<file path="src/rtl/des_expand_xor.sv">
// des_expand_xor: DES expansion E(R) XOR K written into a small output FIFO
module des_expand_xor #(
    parameter int DEPTH = 2,
    parameter int CNT_W = $clog2(DEPTH) + 1
) (
    input  logic             clk_in,
    input  logic             rst_in,
    input  logic [31:0]      r_data_in,
    input  logic [47:0]      key_in,
    input  logic             r_data_in_valid,
    output logic             r_data_in_ready,
    output logic [47:0]      s_data_out,
    output logic             s_data_out_valid,
    input  logic             s_data_out_ready,
    output logic [CNT_W-1:0] fifo_count
);
    localparam int PW = $clog2(DEPTH);

    logic [33:0]      r_ext;
    logic [47:0]      e_r;
    logic [47:0]      word;
    logic             push;
    logic             pop;
    logic [PW-1:0]    wr_ptr_q, wr_ptr_d;
    logic [PW-1:0]    rd_ptr_q, rd_ptr_d;
    logic [CNT_W-1:0] cnt_q, cnt_d;
    logic [CNT_W-1:0] after_pop;
    logic [47:0]      head_q, head_d;
    logic [47:0]      mem_q [DEPTH];
    logic [47:0]      mem_d [DEPTH];

    // R with DES bit 32 placed ahead of bit 1 and bit 1 after bit 32, so every E group is a plain slice
    assign r_ext = {r_data_in[0], r_data_in, r_data_in[31]};

    for (genvar g = 0; g < 8; g++) begin : g_exp
        assign e_r[47-6*g -: 6] = r_ext[33-4*g -: 6];
    end

    assign r_data_in_ready  = cnt_q != CNT_W'(DEPTH);
    assign s_data_out_valid = cnt_q != '0;
    assign s_data_out       = head_q;
    assign fifo_count       = cnt_q;

    // FIFO bookkeeping; head register preloads the entry that will be at the head after this edge
    always_comb begin
        word      = e_r ^ key_in;
        push      = r_data_in_valid && r_data_in_ready;
        pop       = s_data_out_valid && s_data_out_ready;
        cnt_d     = cnt_q + CNT_W'(push) - CNT_W'(pop);
        after_pop = cnt_q - CNT_W'(pop);
        wr_ptr_d  = wr_ptr_q + PW'(push);
        rd_ptr_d  = rd_ptr_q + PW'(pop);
        mem_d     = mem_q;
        if (push) mem_d[wr_ptr_q] = word;
        head_d    = cnt_d == '0 ? head_q : (after_pop == '0 ? word : mem_q[rd_ptr_d]);
    end

    // state registers, cleared by synchronous reset
    always_ff @(posedge clk_in) begin
        if (rst_in) begin
            wr_ptr_q <= '0;
            rd_ptr_q <= '0;
            cnt_q    <= '0;
            head_q   <= '0;
            mem_q    <= '{default: '0};
        end else begin
            wr_ptr_q <= wr_ptr_d;
            rd_ptr_q <= rd_ptr_d;
            cnt_q    <= cnt_d;
            head_q   <= head_d;
            mem_q    <= mem_d;
        end
    end
endmodule

</file>
<file path="config.mk">
export PLATFORM = sky130hd
export DESIGN_NAME = des_expand_xor
export DESIGN_NICKNAME = d
export VERILOG_FILES = /design/src/rtl/des_expand_xor.sv
export SDC_FILE = /design/constraint.sdc
export NUM_CORES = 1
export LEC_CHECK = 0
export ABC_AREA = 1
export BUFFER_PORTS_ARGS = -buffer_cell sky130_fd_sc_hd__buf_2
export CAP_MARGIN = 5
export CORE_ASPECT_RATIO = 0.9
export CORE_UTILIZATION = 50
export CTS_BUF_LIST = sky130_fd_sc_hd__clkbuf_8
export CTS_CLUSTER_SIZE = 16
export DETAILED_ROUTE_END_ITERATION = 6
export GPL_ROUTABILITY_DRIVEN = 0
export GPL_TIMING_DRIVEN = 0
export PLACE_DENSITY = 0.81
export SKIP_CTS_REPAIR_TIMING = 1
export SYNTH_ARGS = -nofsm -noshare
export SYNTH_HDL_FRONTEND = slang
export SYNTH_SLANG_ARGS = --single-unit
export TNS_END_PERCENT = 10
</file>
<file path="constraint.sdc">
create_clock -name clk_in -period 4.3 [get_ports clk_in]
set_clock_uncertainty 0.15 [all_clocks]
set_input_delay 0.215 -clock clk_in [delete_from_list [all_inputs] [get_ports clk_in]]
set_output_delay 0.215 -clock clk_in [all_outputs]
set_load 0.005 [all_outputs]
</file>
# ---- Word-level counts from Yosys, hierarchy flattened
# Index checks and enable logic that the tools add are counted.
dict set report word_totals {
  register_bits 148
  latch_bits 0
  ramBits 0
  rom_bits 0
  in_bits 84
  output_inout_bits 52
  wordCells 31
  mem_count 0
}
dict set report op_classes {
  n_addsub 5
  multipliers 0
  div_mod_pow 0
  magnitude_cmp 3
  eq_ne 1
  shifts 0
  muxes 7
  n_bitwise 3
  reduce_logical 6
}
# cell n
set op_table {}
lappend op_table {{48-bit two-way mux} 5}
lappend op_table {{96-bit bitwise mux} 1}
lappend op_table {{48-bit demux with 1-bit select} 1}
lappend op_table {{48-bit bitwise XOR} 1}
lappend op_table {{2-bit greater-or-equal comparator, second input constant} 2}
lappend op_table {{2-bit zero test} 2}
lappend op_table {{1-bit NOT with 2-bit output} 2}
lappend op_table {{2-bit by 1-bit subtractor with 2-bit output} 2}
lappend op_table {{1-bit logical AND} 3}
lappend op_table {{1-bit adder} 2}
lappend op_table {{2-bit by 1-bit adder with 2-bit output} 1}
lappend op_table {{2-bit by 1-bit < comparator with 1-bit output, second input constant} 1}
lappend op_table {{2-bit != test, second input constant} 1}
lappend op_table {{2-bit nonzero test} 1}

# ---- Longest topological paths before layout
dict set report logic_depth {
  depth_word 8
  ltp_mapped 18
  depth_no_buf 16
}

# ---- Worst setup path before layout
# No wires, ideal clock.
dict set report synth_timing {
  path_type {flip-flop to flip-flop}
  from {register cnt_q[0] (netlist: fifo_count[0])}
  to {register head_q[26] (netlist: s_data_out[26])}
  setup_time_ps 117
  arrival_ps 1797
  t_required_ps 4033
  slack_ps 2236
  path_stages_with_launch 17
  n_path_buf 2
  period_less_slack_ps 2064
  path_cell_list {dfxtp_1 inv_1 nand2_1 nand2_1 inv_1 nand2_1 nand2_1 ha_1 inv_1 nand2_1 nand2_1 nand3_1 nand3_2 buf_6 buf_6 o21ai_0 nor2_1}
}
dict set report synth_between {
  word_cells_on_any_way 15
  cone_classes {4 x add/sub; 1 x eq/ne; 4 x mux; 1 x bitwise; 5 x reduce/logical}
}
# element line_no
set synth_rtl {}
lappend synth_rtl {{from (decl)} 26} ;# logic [CNT_W-1:0] cnt_q, cnt_d;
lappend synth_rtl {{from (signal assigned)} 69} ;# cnt_q <= cnt_d;
lappend synth_rtl {{2-bit != test} 39} ;# assign r_data_in_ready = cnt_q != CNT_W'(DEPTH);
lappend synth_rtl {{named net r_data_in_ready} 11} ;# output logic r_data_in_ready,
lappend synth_rtl {{1-bit logical AND} 47} ;# push = r_data_in_valid && r_data_in_ready;
lappend synth_rtl {{2-bit by 1-bit adder with 2-bit output} 49} ;# cnt_d = cnt_q + CNT_W'(push) - CNT_W'(pop);
lappend synth_rtl {{2-bit by 1-bit subtractor with 2-bit output} 49}
lappend synth_rtl {{2-bit zero test} 55} ;# head_d = cnt_d == '0 ? head_q : (after_pop == '0 ? word : mem_q[rd_ptr_d]);
lappend synth_rtl {{to (signal assigned)} 64} ;# head_q <= '0;
lappend synth_rtl {{to (signal assigned)} 70} ;# head_q <= head_d;
lappend synth_rtl {{to (decl)} 28} ;# logic [47:0] head_q, head_d;
# The timed path passes the listed nets, and every way through them passes these cells. The select of a mux whose other input is x is not followed.
# A chain may end at the register's enable or synchronous reset.

# ---- Worst setup path after layout
dict set report layout_timing {
  from {register cnt_q[0] (netlist: fifo_count[0])}
  to {register head_q[4] (netlist: s_data_out[4])}
}
dict set report layout_between {
  elab_chain_len 8
  word_cells_on_any_way 15
  cone_classes {4 x add/sub; 1 x eq/ne; 4 x mux; 1 x bitwise; 5 x reduce/logical}
}
# element
set layout_rtl {}
lappend layout_rtl {{branches (longest 8 deep; another with 2-bit by 1-bit adder with 2-bit output)}}
# Several ways; the timed one is not identified. The select of a mux whose other input is x is not followed.

==> reports/results.md <==
- outcome: finished, violations left
- failing checks: hold timing
- average wire per cell in the routed design: 13.3 µm
- r2r startpoint: fifo_count[0]
- Layout area overhead: 18.1%
- vias after detailed routing: 7475
- yosys warns: 0
- Post-Place Setup Slack: 1.89 ns
- Total Die Area: 15300 µm²
- global-route wire length before repair: 31.6 mm
- power per cell area: 692 nW/µm²
- effective utilization at floorplan: 52.1%
- number of max-capacitance violations reported: 0
- First DRT Iteration DRCs: 674
- number of buffers inserted during clock tree synthesis: 17
- RSZ-0062 raised after global routing: no
- peak supply drop: 0.270 mV
- number of port buffers: 134
- Fill cells: 1344
- Post-Route WL: 19.6 mm
- sum of negative setup slack: 0 ns
- achievable frequency: 0.408 GHz
- Final Total Pwr: 6.05 mW
- maximum clock insertion buffer count: 2
- synth unique cells: 23
- total placed instance area: 8310 µm²
- worst endpoint data arrival time: 2.65 ns
- antenna-violating nets left: 0
- Static Leakage: 4.78 nW
- area of the core region: 14200 µm²
- DIE WIDTH: 130 µm
- type of element capturing the critical path: flip-flop
- ratio of cells with drive above 1 in the final layout: 15.0%
- maximum number of pins on one net before global-route repair: 17
- min Tclk post-route: 2.45 ns
- worst hold path class: in2reg
- half-perimeter wire length after detailed placement: 13.9 mm
- # diodes: 0
- FP Rows: 41
- final setup vio count: 0
- number of clock sinks: 148
- transition time at the pin with the least slew margin: 0.669 ns
- sequential fraction of the synthesis area: 40.1%
- number of non-filler instances in the completed layout: 1472
- syn nets: 1199
- minimum hold slack: -0.00441 ns
- nets: 1356
- critical setup path kind: reg2reg
- cell chain of the critical path: inv_1, nand2_1, nand2_1, inv_1, nand2_1, nand2_1, ha_1, nand2_1, nand2_1, nand3_1, nand3_2, buf_6, buf_6, nand2_1, nor2_1, nor2_1
- most common cell after layout, fill and taps aside: sky130_fd_sc_hd__nand2_1
- IO Count: 136
- library cell appearing most often on the critical path: sky130_fd_sc_hd__nand2_1
- gate count of the mapped netlist: 1112
- post-detailed-route via-to-cell ratio: 5.08
- count of TritonRoute iterations in the first routing pass: 5
- final count of pins violating max slew: 0
- GRT Residual Overflow: 0
- number of remaining DRC errors: 0
- Avg Synthesized Cell Area: 6.65 µm²
- later-pin clock latency in the skew report: 0.46 ns
- Die H: 117 µm
- H-tree levels: 4
- max incr delay on CP: 0.40 ns
- number of global-route vias before repair: 6705
- final core utilization: 61.5%
- overall fraction of global-route tracks in use: 26.3%
- Clock Tree Root: sky130_fd_sc_hd__clkbuf_8
- Post-Synthesis Cell Area: 7400 µm²
- kind of launch point of the worst setup path: flip-flop
- Max transition margin: 55.4%
- beginning of the critical path: fifo_count[0]
- commonest cells after routing, fill and taps aside: sky130_fd_sc_hd__nand2_1 (230), sky130_fd_sc_hd__inv_1 (199), sky130_fd_sc_hd__dfxtp_1 (148)
- post-route cell area: 8740 µm²
- Final WS setup: 1.85 ns
- portion of the clock cycle consumed by the worst path in the final layout: 57.0%
- antenna violations before repair: 0
- CP max stage cell: sky130_fd_sc_hd__dfxtp_1
- # placed instances: 1439
- launch point of the worst hold path: r_data_in[14]
- CTS tree: yes
- hold violation total from the final report: 2
- highest net fanout along the worst path: 10
- synthesis-stage register bit count: 148
- required time at the endpoint of the critical path: 4.49 ns
- clock slew at reported path FFs: 0.08 ns
[layout make-up]
| type | instances | area, µm² | share of cell area [%] |
|---|---|---|---|
| repair buffers | 138 | 711 | 8.13 |
| inverters | 198 | 743 | 8.50 |
| well taps | 193 | 241 | 2.76 |
| clock buffers | 20 | 275 | 3.15 |
| flip-flops and latches | 148 | 2960 | 33.9 |
| clock inverters | 9 | 115 | 1.32 |
| plain buffers | 72 | 332 | 3.79 |
| multi-input cells | 694 | 3360 | 38.4 |
[where the power goes]
group	switching (mW)	leakage, nW	internal [mW]
combinational	1.95	3.34	1.08
clock	0.496	0.215	0.600
sequential	0.166	1.22	1.76
total	2.61	4.78	3.44
[cell usage after synthesis (all sizes together)]
master	count	area [µm²]
clkinv	2	7.51
inv	196	736
nor2	114	428
or2	7	43.8
dfxtp	148	2960
nand2	233	882
ha	3	37.5
nand3	67	340
xor2	48	420
o21ai	97	485
clkbuf	36	136
buf	36	195
a21oi	76	380
o211ai	28	210
nand4	21	131
[registers in the layout (all words and copies together) (netlist names)]
register and count:
rd_ptr_q 1, fifo_count 2, wr_ptr_q 1, mem_q 96
s_data_out 48
[path summary, 6_finish.rpt]
| path | end | slack (ns) | cells past startpoint |
|---|---|---|---|
| hold reg to reg | mem_q[12] | 0.34 | 2 |
| setup / recovery | s_data_out[4] | 1.85 | 16 |
| hold / removal | mem_q[21] | -0.004 | 4 |
| setup reg to reg | s_data_out[4] | 1.85 | 16 |
[cell families (layout without fill, tap and decap cells)]
family	count (synthesis)	count (layout)	synth area share (%)
flip-flops	148	148	40.1
AND/OR/NAND/NOR	442	442	24.7
adder cells (fa/ha/maj)	3	3	0.507
XOR/XNOR	48	48	5.68
AO/OA/AOI/OAI	201	201	14.5
buffers and inverters	270	437	14.5
[per-layer routing]
layer	share of wire [%]	track usage, %	up-vias
met5	0	0	-
met4	1.8	9.16	0
met3	8.1	6.34	29
met2	46	41.8	304
met1	44	34.6	3388
li1	-	-	3754
[critical path, delay by kind of cell (launching register included)]
kind	cells	cell delay (ns)
fa+ha+maj	1	0.16
buf+inv	4	0.55
flops	1	0.40
simple gates	11	1.08
Power figures use the tool's default switching activity.
